**config.mk**
```make
export PLATFORM = sky130hd
export DESIGN_NAME = hazard_stall_ctrl_flat
export DESIGN_NICKNAME = d
export VERILOG_FILES = /design/src/rtl/hazard_stall_ctrl_pkg.sv /design/src/rtl/hazard_stall_ctrl_if.sv /design/src/rtl/hazard_stall_ctrl_muldiv_timer.sv /design/src/rtl/hazard_stall_ctrl.sv /design/src/flat_wrapper.sv
export SDC_FILE = /design/constraint.sdc
export NUM_CORES = 1
export LEC_CHECK = 0
export ABC_AREA = 0
export BUFFER_PORTS_ARGS = -buffer_cell sky130_fd_sc_hd__buf_2
export CORE_MARGIN = 10
export CORE_UTILIZATION = 41
export DETAILED_ROUTE_END_ITERATION = 6
export PLACE_DENSITY = 0.67
export SLEW_MARGIN = 30
export SYNTH_ARGS = -nofsm -noshare
export SYNTH_HDL_FRONTEND = slang
export SYNTH_SLANG_ARGS = --single-unit
```
**constraint.sdc**
```tcl
create_clock -name clk -period 2.28 [get_ports clk]
set_input_delay 0.456 -clock clk [delete_from_list [all_inputs] [get_ports clk]]
set_output_delay 0.456 -clock clk [all_outputs]
set_load 0.01 [all_outputs]
```
**src/rtl/hazard_stall_ctrl_pkg.sv**
```systemverilog
// Shared types and defaults for the pipeline hazard/stall controller.
// Covers the register address width, FSM state encoding and mult/div latencies.
package hazard_stall_ctrl_pkg;

  localparam int RegAddrWidth = 5;
  localparam int MUL_LAT_DEF  = 4;
  localparam int DIV_LAT_DEF  = 8;
  localparam int CNT_W_DEF    = 32;

  typedef logic [RegAddrWidth-1:0] reg_addr_t;

  typedef enum logic {
    ST_IDLE = 1'b0,
    ST_BUSY = 1'b1
  } hz_state_e;

  // Timer only needs to hold DIV_LAT-1, the longest reload value.
  function automatic int timer_width(input int div_lat);
    return (div_lat > 1) ? $clog2(div_lat) : 1;
  endfunction

endpackage

```
**src/rtl/hazard_stall_ctrl_if.sv**
```systemverilog
// Bundle of ID/EX hazard inputs and the pipeline control outputs of hazard_stall_ctrl.
// The slave modport is the controller's view; master is the pipeline/driver view.
interface hazard_stall_ctrl_if
  import hazard_stall_ctrl_pkg::*;
#(
  parameter int CNT_W = CNT_W_DEF
) ();

  reg_addr_t        raddr_1_ID;
  reg_addr_t        raddr_2_ID;
  logic             use_1_ID;
  logic             use_2_ID;
  logic             reads_hilo_ID;
  logic             muldiv_ID;
  logic             is_div_ID;
  logic             MemOrAlu_EX;
  logic             WriteReg_EX;
  reg_addr_t        wdest_EX;
  logic             branch_taken_ID;
  logic             WriteReg_ID;
  logic             WriteMem_ID;
  logic             MemOrAlu_ID;

  logic             hold_PC;
  logic             hold_IF_ID;
  logic             hold_ID_EX;
  logic             bubble_ID_EX;
  logic             flush_IF_ID;
  logic             muldiv_busy;
  logic [CNT_W-1:0] stall_cnt;
  logic             WriteReg_ID_EX;
  logic             WriteMem_ID_EX;
  logic             MemOrAlu_ID_EX;

  modport slave (
    input  raddr_1_ID, raddr_2_ID, use_1_ID, use_2_ID, reads_hilo_ID,
           muldiv_ID, is_div_ID, MemOrAlu_EX, WriteReg_EX, wdest_EX,
           branch_taken_ID, WriteReg_ID, WriteMem_ID, MemOrAlu_ID,
    output hold_PC, hold_IF_ID, hold_ID_EX, bubble_ID_EX, flush_IF_ID,
           muldiv_busy, stall_cnt, WriteReg_ID_EX, WriteMem_ID_EX, MemOrAlu_ID_EX
  );

  modport master (
    output raddr_1_ID, raddr_2_ID, use_1_ID, use_2_ID, reads_hilo_ID,
           muldiv_ID, is_div_ID, MemOrAlu_EX, WriteReg_EX, wdest_EX,
           branch_taken_ID, WriteReg_ID, WriteMem_ID, MemOrAlu_ID,
    input  hold_PC, hold_IF_ID, hold_ID_EX, bubble_ID_EX, flush_IF_ID,
           muldiv_busy, stall_cnt, WriteReg_ID_EX, WriteMem_ID_EX, MemOrAlu_ID_EX
  );

endinterface

```
**src/rtl/hazard_stall_ctrl_muldiv_timer.sv**
```systemverilog
// Loadable down-counter tracking how long HI/LO stays pending after a mult/div enters EX.
// Load wins over decrement; the count parks at zero until reloaded.
module muldiv_timer #(
  parameter int W = 3
) (
  input  logic         clk,
  input  logic         rst_n,
  input  logic         i_load,
  input  logic [W-1:0] i_load_val,
  input  logic         i_dec,
  output logic         o_zero
);

  logic [W-1:0] r_count;

  always_ff @(posedge clk or negedge rst_n) begin
    if (!rst_n) begin
      r_count <= '0;
    end else if (i_load) begin
      r_count <= i_load_val;
    end else if (i_dec && (r_count != '0)) begin
      r_count <= r_count - 1'b1;
    end
  end

  assign o_zero = (r_count == '0);

endmodule

```
**src/rtl/hazard_stall_ctrl.sv**
```systemverilog
// Load-use and HI/LO hazard detection producing PC/IF_ID/ID_EX hold, bubble and flush controls.
// Also gates ID-stage control bits into ID_EX and keeps a saturating stall-cycle counter.
module hazard_stall_ctrl
  import hazard_stall_ctrl_pkg::*;
#(
  parameter int MUL_LAT = MUL_LAT_DEF,
  parameter int DIV_LAT = DIV_LAT_DEF,
  parameter int CNT_W   = CNT_W_DEF
) (
  input  logic               clk,
  input  logic               rst_n,
  hazard_stall_ctrl_if.slave bus
);

  localparam int              TMR_W    = timer_width(DIV_LAT);
  localparam logic [TMR_W-1:0] MUL_LOAD = TMR_W'(MUL_LAT - 1);
  localparam logic [TMR_W-1:0] DIV_LOAD = TMR_W'(DIV_LAT - 1);

  hz_state_e        r_state;
  logic             r_busy;
  logic [CNT_W-1:0] r_stall_cnt;

  reg_addr_t        w_src_addr [2];
  logic [1:0]       w_src_use;
  logic [1:0]       w_src_hit;
  logic             w_ld_use;
  logic             w_hilo_haz;
  logic             w_stall;
  logic             w_start;
  logic [TMR_W-1:0] w_load_val;
  logic             w_timer_zero;

  assign w_src_addr[0] = bus.raddr_1_ID;
  assign w_src_addr[1] = bus.raddr_2_ID;
  assign w_src_use[0]  = bus.use_1_ID;
  assign w_src_use[1]  = bus.use_2_ID;

  genvar gi;
  generate
    for (gi = 0; gi < 2; gi++) begin : g_src
      assign w_src_hit[gi] = w_src_use[gi] & (w_src_addr[gi] == bus.wdest_EX);
    end
  endgenerate

  // $zero is never really written, so a load targeting it cannot create a dependency.
  assign w_ld_use   = bus.MemOrAlu_EX & bus.WriteReg_EX & (bus.wdest_EX != '0) & (|w_src_hit);
  assign w_hilo_haz = r_busy & (bus.reads_hilo_ID | bus.muldiv_ID);
  assign w_stall    = w_ld_use | w_hilo_haz;

  // A stalled mult/div is not in EX yet, so it must not start the timer.
  assign w_start    = (r_state == ST_IDLE) & bus.muldiv_ID & ~w_stall;
  assign w_load_val = bus.is_div_ID ? DIV_LOAD : MUL_LOAD;

  muldiv_timer #(
    .W (TMR_W)
  ) u_timer (
    .clk        (clk),
    .rst_n      (rst_n),
    .i_load     (w_start),
    .i_load_val (w_load_val),
    .i_dec      (r_state == ST_BUSY),
    .o_zero     (w_timer_zero)
  );

  always_ff @(posedge clk or negedge rst_n) begin
    if (!rst_n) begin
      r_state <= ST_IDLE;
      r_busy  <= 1'b0;
    end else begin
      case (r_state)
        ST_IDLE: begin
          if (w_start) begin
            r_state <= ST_BUSY;
            r_busy  <= 1'b1;
          end
        end
        ST_BUSY: begin
          if (w_timer_zero) begin
            r_state <= ST_IDLE;
            r_busy  <= 1'b0;
          end
        end
        default: begin
          r_state <= ST_IDLE;
          r_busy  <= 1'b0;
        end
      endcase
    end
  end

  always_ff @(posedge clk or negedge rst_n) begin
    if (!rst_n) begin
      r_stall_cnt <= '0;
    end else if (w_stall && (r_stall_cnt != '1)) begin
      r_stall_cnt <= r_stall_cnt + 1'b1;
    end
  end

  assign bus.hold_PC        = w_stall;
  assign bus.hold_IF_ID     = w_stall;
  assign bus.hold_ID_EX     = 1'b0;
  assign bus.bubble_ID_EX   = w_stall;
  // A branch resolved in a stalled ID is re-evaluated once the stall clears.
  assign bus.flush_IF_ID    = bus.branch_taken_ID & ~w_stall;
  assign bus.muldiv_busy    = r_busy;
  assign bus.stall_cnt      = r_stall_cnt;

  assign bus.WriteReg_ID_EX = bus.WriteReg_ID & ~w_stall;
  assign bus.WriteMem_ID_EX = bus.WriteMem_ID & ~w_stall;
  assign bus.MemOrAlu_ID_EX = bus.MemOrAlu_ID & ~w_stall;

endmodule

```
**src/flat_wrapper.sv**
```systemverilog
// flat-port wrapper written by rule: the top's interface ports become plain ports
module hazard_stall_ctrl_flat import hazard_stall_ctrl_pkg::*;
#(
  parameter int MUL_LAT = MUL_LAT_DEF,
  parameter int DIV_LAT = DIV_LAT_DEF,
  parameter int CNT_W   = CNT_W_DEF
)
  (clk, rst_n, bus_raddr_1_ID, bus_raddr_2_ID, bus_use_1_ID, bus_use_2_ID, bus_reads_hilo_ID, bus_muldiv_ID, bus_is_div_ID, bus_MemOrAlu_EX, bus_WriteReg_EX, bus_wdest_EX, bus_branch_taken_ID, bus_WriteReg_ID, bus_WriteMem_ID, bus_MemOrAlu_ID, bus_hold_PC, bus_hold_IF_ID, bus_hold_ID_EX, bus_bubble_ID_EX, bus_flush_IF_ID, bus_muldiv_busy, bus_stall_cnt, bus_WriteReg_ID_EX, bus_WriteMem_ID_EX, bus_MemOrAlu_ID_EX);
  hazard_stall_ctrl_if #(.CNT_W(CNT_W)) bus_i ();
  input  logic clk;
  input  logic rst_n;
  input wire logic [$bits(bus_i.raddr_1_ID)-1:0] bus_raddr_1_ID;
  input wire logic [$bits(bus_i.raddr_2_ID)-1:0] bus_raddr_2_ID;
  input wire logic [$bits(bus_i.use_1_ID)-1:0] bus_use_1_ID;
  input wire logic [$bits(bus_i.use_2_ID)-1:0] bus_use_2_ID;
  input wire logic [$bits(bus_i.reads_hilo_ID)-1:0] bus_reads_hilo_ID;
  input wire logic [$bits(bus_i.muldiv_ID)-1:0] bus_muldiv_ID;
  input wire logic [$bits(bus_i.is_div_ID)-1:0] bus_is_div_ID;
  input wire logic [$bits(bus_i.MemOrAlu_EX)-1:0] bus_MemOrAlu_EX;
  input wire logic [$bits(bus_i.WriteReg_EX)-1:0] bus_WriteReg_EX;
  input wire logic [$bits(bus_i.wdest_EX)-1:0] bus_wdest_EX;
  input wire logic [$bits(bus_i.branch_taken_ID)-1:0] bus_branch_taken_ID;
  input wire logic [$bits(bus_i.WriteReg_ID)-1:0] bus_WriteReg_ID;
  input wire logic [$bits(bus_i.WriteMem_ID)-1:0] bus_WriteMem_ID;
  input wire logic [$bits(bus_i.MemOrAlu_ID)-1:0] bus_MemOrAlu_ID;
  output wire logic [$bits(bus_i.hold_PC)-1:0] bus_hold_PC;
  output wire logic [$bits(bus_i.hold_IF_ID)-1:0] bus_hold_IF_ID;
  output wire logic [$bits(bus_i.hold_ID_EX)-1:0] bus_hold_ID_EX;
  output wire logic [$bits(bus_i.bubble_ID_EX)-1:0] bus_bubble_ID_EX;
  output wire logic [$bits(bus_i.flush_IF_ID)-1:0] bus_flush_IF_ID;
  output wire logic [$bits(bus_i.muldiv_busy)-1:0] bus_muldiv_busy;
  output wire logic [$bits(bus_i.stall_cnt)-1:0] bus_stall_cnt;
  output wire logic [$bits(bus_i.WriteReg_ID_EX)-1:0] bus_WriteReg_ID_EX;
  output wire logic [$bits(bus_i.WriteMem_ID_EX)-1:0] bus_WriteMem_ID_EX;
  output wire logic [$bits(bus_i.MemOrAlu_ID_EX)-1:0] bus_MemOrAlu_ID_EX;
  assign bus_i.raddr_1_ID = bus_raddr_1_ID;
  assign bus_i.raddr_2_ID = bus_raddr_2_ID;
  assign bus_i.use_1_ID = bus_use_1_ID;
  assign bus_i.use_2_ID = bus_use_2_ID;
  assign bus_i.reads_hilo_ID = bus_reads_hilo_ID;
  assign bus_i.muldiv_ID = bus_muldiv_ID;
  assign bus_i.is_div_ID = bus_is_div_ID;
  assign bus_i.MemOrAlu_EX = bus_MemOrAlu_EX;
  assign bus_i.WriteReg_EX = bus_WriteReg_EX;
  assign bus_i.wdest_EX = bus_wdest_EX;
  assign bus_i.branch_taken_ID = bus_branch_taken_ID;
  assign bus_i.WriteReg_ID = bus_WriteReg_ID;
  assign bus_i.WriteMem_ID = bus_WriteMem_ID;
  assign bus_i.MemOrAlu_ID = bus_MemOrAlu_ID;
  assign bus_hold_PC = bus_i.hold_PC;
  assign bus_hold_IF_ID = bus_i.hold_IF_ID;
  assign bus_hold_ID_EX = bus_i.hold_ID_EX;
  assign bus_bubble_ID_EX = bus_i.bubble_ID_EX;
  assign bus_flush_IF_ID = bus_i.flush_IF_ID;
  assign bus_muldiv_busy = bus_i.muldiv_busy;
  assign bus_stall_cnt = bus_i.stall_cnt;
  assign bus_WriteReg_ID_EX = bus_i.WriteReg_ID_EX;
  assign bus_WriteMem_ID_EX = bus_i.WriteMem_ID_EX;
  assign bus_MemOrAlu_ID_EX = bus_i.MemOrAlu_ID_EX;
  hazard_stall_ctrl #(.MUL_LAT(MUL_LAT), .DIV_LAT(DIV_LAT), .CNT_W(CNT_W)) u_core (.clk(clk), .rst_n(rst_n), .bus(bus_i));
endmodule
```
== Word level (Yosys, flattened, before mapping) ==
Index checks and enable logic that the tools add are counted.

* Register bits after elaboration: 37
* Bits in latches: 0
* Memory bits (writable): 0
* ROM bits: 0
* Input port bits: 28
* Output and inout bits: 41
* Logic and storage cells: 44
* Memories kept: 0

* Add/subtract/negate cells: 2
* Multipliers: 0
* Divide/modulo/power cells: 0
* Order comparisons: 0
* Eq/ne operators: 5
* Shifts and indexed selects: 0
* Multiplexer cells: 9
* Bitwise operators: 16
* Reduce and logical (&&, ||, !) cells: 8

{| class="wikitable"
|+ Operators with widths
! kind !! count
|-
| adder 32 x 1 -> 32 bit, second input constant || 1
|-
| != test 32 bit, second input constant || 1
|-
| bitwise AND 1 bit || 12
|-
| == test 5 bit || 2
|-
| 2-to-1 mux 3 bit || 3
|-
| nonzero test 5 bit || 1
|-
| 2-to-1 mux 1 bit || 4
|-
| != test 2 bit, second input constant || 2
|-
| case mux 1 bit (2 select lines) || 2
|-
| logical NOT 3 bit || 1
|-
| nonzero test 3 bit || 1
|-
| subtractor 3 x 1 -> 3 bit, second input constant || 1
|-
| logical AND 1 bit || 2
|-
| inverter 1 bit || 2
|-
| bitwise OR 1 bit || 2
|-
| AND reduction 2 bit || 1
|-
| nonzero test 2 bit || 1
|-
| OR reduction 2 bit || 1
|}

== Depth between registers and ports, before layout ==
* Depth after elaboration: 9
* Depth in mapped cells: 8
* Gate-level depth less buffers: 7

== Hierarchy ==
From an unflattened synthesis, not the netlist that was laid out.

* Cells, all modules: 196
* Area, all modules: 2,058.2 µm²

{| class="wikitable"
|+ Modules (own cells, without submodules)
! module !! instances !! cells each !! area each (µm²) !! sequential area each (µm²)
|-
| hazard_stall_ctrl || 1 || 177 || 1,868.0 || 850.8
|-
| muldiv_timer || 1 || 19 || 190.2 || 75.1
|}

== Worst setup path after synthesis ==
No wires, ideal clock.

* Path kind: input-to-output
* Start: input port bus_wdest_EX[0]
* End: output port bus_hold_IF_ID
* Arrival: 1,748 ps
* Path slack: 76 ps
* Cell stages on the path: 5
* Path through: or3_1 -> o311a_1 -> a21oi_1 -> inv_1 -> buf_4

* Longest elaborated chain between the ends: 5

{| class="wikitable"
|+ RTL lines
! item !! RTL line !! source
|-
| start, declared || flat_wrapper.sv:21 || <nowiki>input wire logic [$bits(bus_i.wdest_EX)-1:0] bus_wdest_EX;</nowiki>
|-
| == test 5 bit || hazard_stall_ctrl.sv:41 || <nowiki>assign w_src_hit[gi] = w_src_use[gi] & (w_src_addr[gi] == bus.wdest_EX);</nowiki>
|-
| bitwise AND 1 bit || hazard_stall_ctrl.sv:41 ||
|-
| OR reduction 2 bit || hazard_stall_ctrl.sv:46 || <nowiki>assign w_ld_use = bus.MemOrAlu_EX & bus.WriteReg_EX & (bus.wdest_EX != '0) & (|w_src_hit);</nowiki>
|-
| bitwise AND 1 bit (*) || hazard_stall_ctrl.sv:46 ||
|-
| bitwise OR 1 bit (*) || hazard_stall_ctrl.sv:48 || <nowiki>assign w_stall = w_ld_use | w_hilo_haz;</nowiki>
|-
| end, declared || flat_wrapper.sv:27 || <nowiki>output wire logic [$bits(bus_i.hold_IF_ID)-1:0] bus_hold_IF_ID;</nowiki>
|}

Every way passes the cells marked *; elsewhere a longest branch is shown, timed or not.

== Worst setup path after layout ==
* Start: input port bus_wdest_EX[1]
* End: output port bus_flush_IF_ID

* Longest elaborated chain between the ends: 7

{| class="wikitable"
|+ RTL lines
! item !! RTL line !! source
|-
| == test 5 bit || hazard_stall_ctrl.sv:41 ||
|-
| bitwise AND 1 bit || hazard_stall_ctrl.sv:41 ||
|-
| OR reduction 2 bit || hazard_stall_ctrl.sv:46 ||
|-
| bitwise AND 1 bit (*) || hazard_stall_ctrl.sv:46 ||
|-
| bitwise OR 1 bit (*) || hazard_stall_ctrl.sv:48 ||
|-
| inverter 1 bit (*) || hazard_stall_ctrl.sv:104 || <nowiki>assign bus.flush_IF_ID = bus.branch_taken_ID & ~w_stall;</nowiki>
|-
| bitwise AND 1 bit (*) || hazard_stall_ctrl.sv:104 ||
|-
| end, declared || flat_wrapper.sv:30 || <nowiki>output wire logic [$bits(bus_i.flush_IF_ID)-1:0] bus_flush_IF_ID;</nowiki>
|}

Marked as above.

==> reports/qor.txt <==
Post-Synthesis Net Count: 240
CP required: 1.82 ns
Clk_skew: 0.00559 ns
Synth cell types: 39
Die Area: 8410 um2
CTS Buffer Depth: 2
Clk_lat worst skew: 0.29 ns
Share of cells above drive strength 1: 36.2%
Final Max Slew Viols: 0
DR vias/cell: 5.02
Commonest non-fill, non-tap cells in the layout: 62 x buf_2, 37 x dfrtp_1, 28 x xor2_1
First-pass iteration count of the detailed router: 4
Clock period minus final worst setup slack: 2.29 ns
Wire per inst: 14.5 um
Port Buffers: 67
Worst-Margin Slew: 0.824 ns
Synth Register Bits: 37
Cts hold-fix bufs: 0
CP max FO: 6
Mapped Area: 2110 um2
GRT Total Usage: 12.3%
Post-DP Area: 2560 um2
WHS: 0.258 ns
Final WL: 5190 um
Largest net degree at the start of global routing: 38
# rows: 26
DR iter-0 viols: 62
Sequential fraction of the synthesis area: 43.9%
Cts bufs inserted: 5
GP Congestion: 0.846
# IOs: 69
Global-route wire length before repair: 8510 um
Top achievable clock speed: 437 MHz
TritonCTS clock tree: built
Die height: 91.7 um
# diodes: 0
Max_cap viols: 0
Failing checks: setup timing
Tcrit/Tclk final: 100%
# DRC: 0
Startpoint types: primary input
GRT Residual Overflow: 0
Syn_area_per_cell: 10.1 um2
Most common cell after layout, fill and taps aside: buf_2
Final setup margin: -0.00582 ns
CP Capture Type: primary output
Max VDD drop: 0.483 mV
Critical path type: in2out
Setup slack, reg-to-reg: 0.22 ns
Num Clock Sinks: 37
Final Cell Area: 2730 um2
Critical Path AT: 1.83 ns
LEAKAGE: 1.42 nW
Initial antenna violation count: 0
RSZ-0062 raised after global routing: yes
Synth Instances: 209
Multi-input gate area: 1140 um2
Number of global-route vias before repair: 1828
Root Buffer: clkbuf_8
Result of the run: complete, but fails checks
H-tree depth: 2
Max_slew headroom: 45.1%
# nets final: 317
Final Hold Violating Endpoints: 0
Filler instances: 453
Pwr dens: 748 nW/um2
Starting Density: 41.8%
Storage cell area: 926 um2
Die width: 91.7 um
Core region area: 5040 um2
Clock transition at path regs: 0.07 ns
Hpwl dp: 3970 um
Min-delay worst type: in2async
Syn-to-layout area delta: 29.3%
Post-route ant nets: 0
Setup violations, final: 1
Design Power: 2.04 mW
Via count: 1791
Syn. warnings: 0
[power breakdown]
group	internal [mW]	leakage, nW	switching, mW
Sequential	0.757	0.482	0.114
Clock	0.217	0.0395	0.220
Combinational	0.342	0.902	0.390
[worst paths after layout]
path / start / to / cells past startpoint
min: rst_n / u_core.bus.stall_cnt[19]$_DFFE_PN0P_ / 1
max in group asynchronous: rst_n / u_core.bus.stall_cnt[17]$_DFFE_PN0P_ / 1
max reg2reg: u_core.bus.stall_cnt[3]$_DFFE_PN0P_ / u_core.bus.stall_cnt[25]$_DFFE_PN0P_ / 6
max: bus_wdest_EX[1] / bus_flush_IF_ID / 7
min in group clk: bus_is_div_ID / u_core.u_timer.r_count[2]$_DFFE_PN0P_ / 3
min reg2reg: u_core.bus.stall_cnt[21]$_DFFE_PN0P_ / u_core.bus.stall_cnt[21]$_DFFE_PN0P_ / 1
[Yosys cell counts (all sizes together)]
cell    count  area share, %
mux2        1           0.53
o311a       1           0.47
inv         9            1.6
nand3      16            5.2
nand2b      1           0.30
o221ai      1           0.42
nand4       7            2.1
and2        7            2.1
dfrtp      37             44
nor3       13            3.6
a22oi       2           0.95
and3        3           0.89
a21oi       2           0.47
nor2       13            2.7
clkbuf      1           0.18
a31oi       1           0.30
o22ai       1           0.30
ha          3            1.8
buf         6            2.1
conb        1           0.18
and4        4            1.7
o211ai      1           0.59
xor2       28             12
xnor2      14            5.8
or4         1           0.53
o21ai       3           0.71
nand2      21            3.7
nor4        9            4.6
mux2i       1           0.47
or3         1           0.30
[worst max-delay path, cell delays in order]
cell,delay [ns]
buf_6,0.09
or3_1,0.39
o311a_4,0.39
a21oi_4,0.13
buf_6,0.13
and2_4,0.14
buf_6,0.10
[per-stage QoR]
| step | setup slack, ns | cells | setup TNS, ns | util, % |
|---|---|---|---|---|
| 2_1_floorplan | 0.0761 | 209 | 0 | - |
| 6_report | -0.00582 | 357 | -0.00582 | 54.0 |
| 3_3_place_gp | 0.0225 | 347 | 0 | 50.7 |
| 5_1_grt | -0.0388 | 357 | -0.118 | 54.0 |
| 4_1_cts | 0.000121 | 355 | 0 | 52.4 |
| 3_5_place_dp | -0.0146 | 347 | -0.0501 | 50.7 |
[metal layers]
layer	routed length, um	GRT usage, %	part of all wire (%)
met3	324	4.56	6.2
met4	85	4.24	1.6
met1	2190	13.7	42
met5	0	0	0
met2	2590	21.0	50
[sequential cells by signal (all words and copies together) (netlist names)]
register and count:
u_core.bus.muldiv_busy 1, u_core.r_state 1, u_core.u_timer.r_count 3, u_core.bus.stall_cnt 32
[cells by family (layout without fill, tap and decap cells)]
| family | Yosys count | after routing | synth area share, % |
|---|---|---|---|
| muxes | 2 | 2 | 1.01 |
| and+or+nand+nor | 96 | 96 | 27.6 |
| adders and majority gates | 3 | 3 | 1.78 |
| other | 1 | 1 | 0.178 |
| buffers and inverters | 16 | 94 | 3.86 |
| xor gates and xnor gates | 42 | 42 | 17.4 |
| DFF | 37 | 37 | 43.9 |
| AOI/OAI and AO/OA | 12 | 12 | 4.21 |
[cell type report]
class                           count  share of cell area (%)
Clock buffer                        8                    2.94
Inverter                            9                    1.24
Multi-Input combinational cell    156                    41.8
Sequential cell                    37                    34.0
Tap cell                           70                    3.21
Timing Repair Buffer               77                    16.8
[repair_timing]
item                       CTS  global route
setup endpoints to repair    4             7
hold endpoints to repair     0             0
pin swaps                    0             5
resized for setup            1            13
setup buffers                0             2
Power figures use the tool's default switching activity.
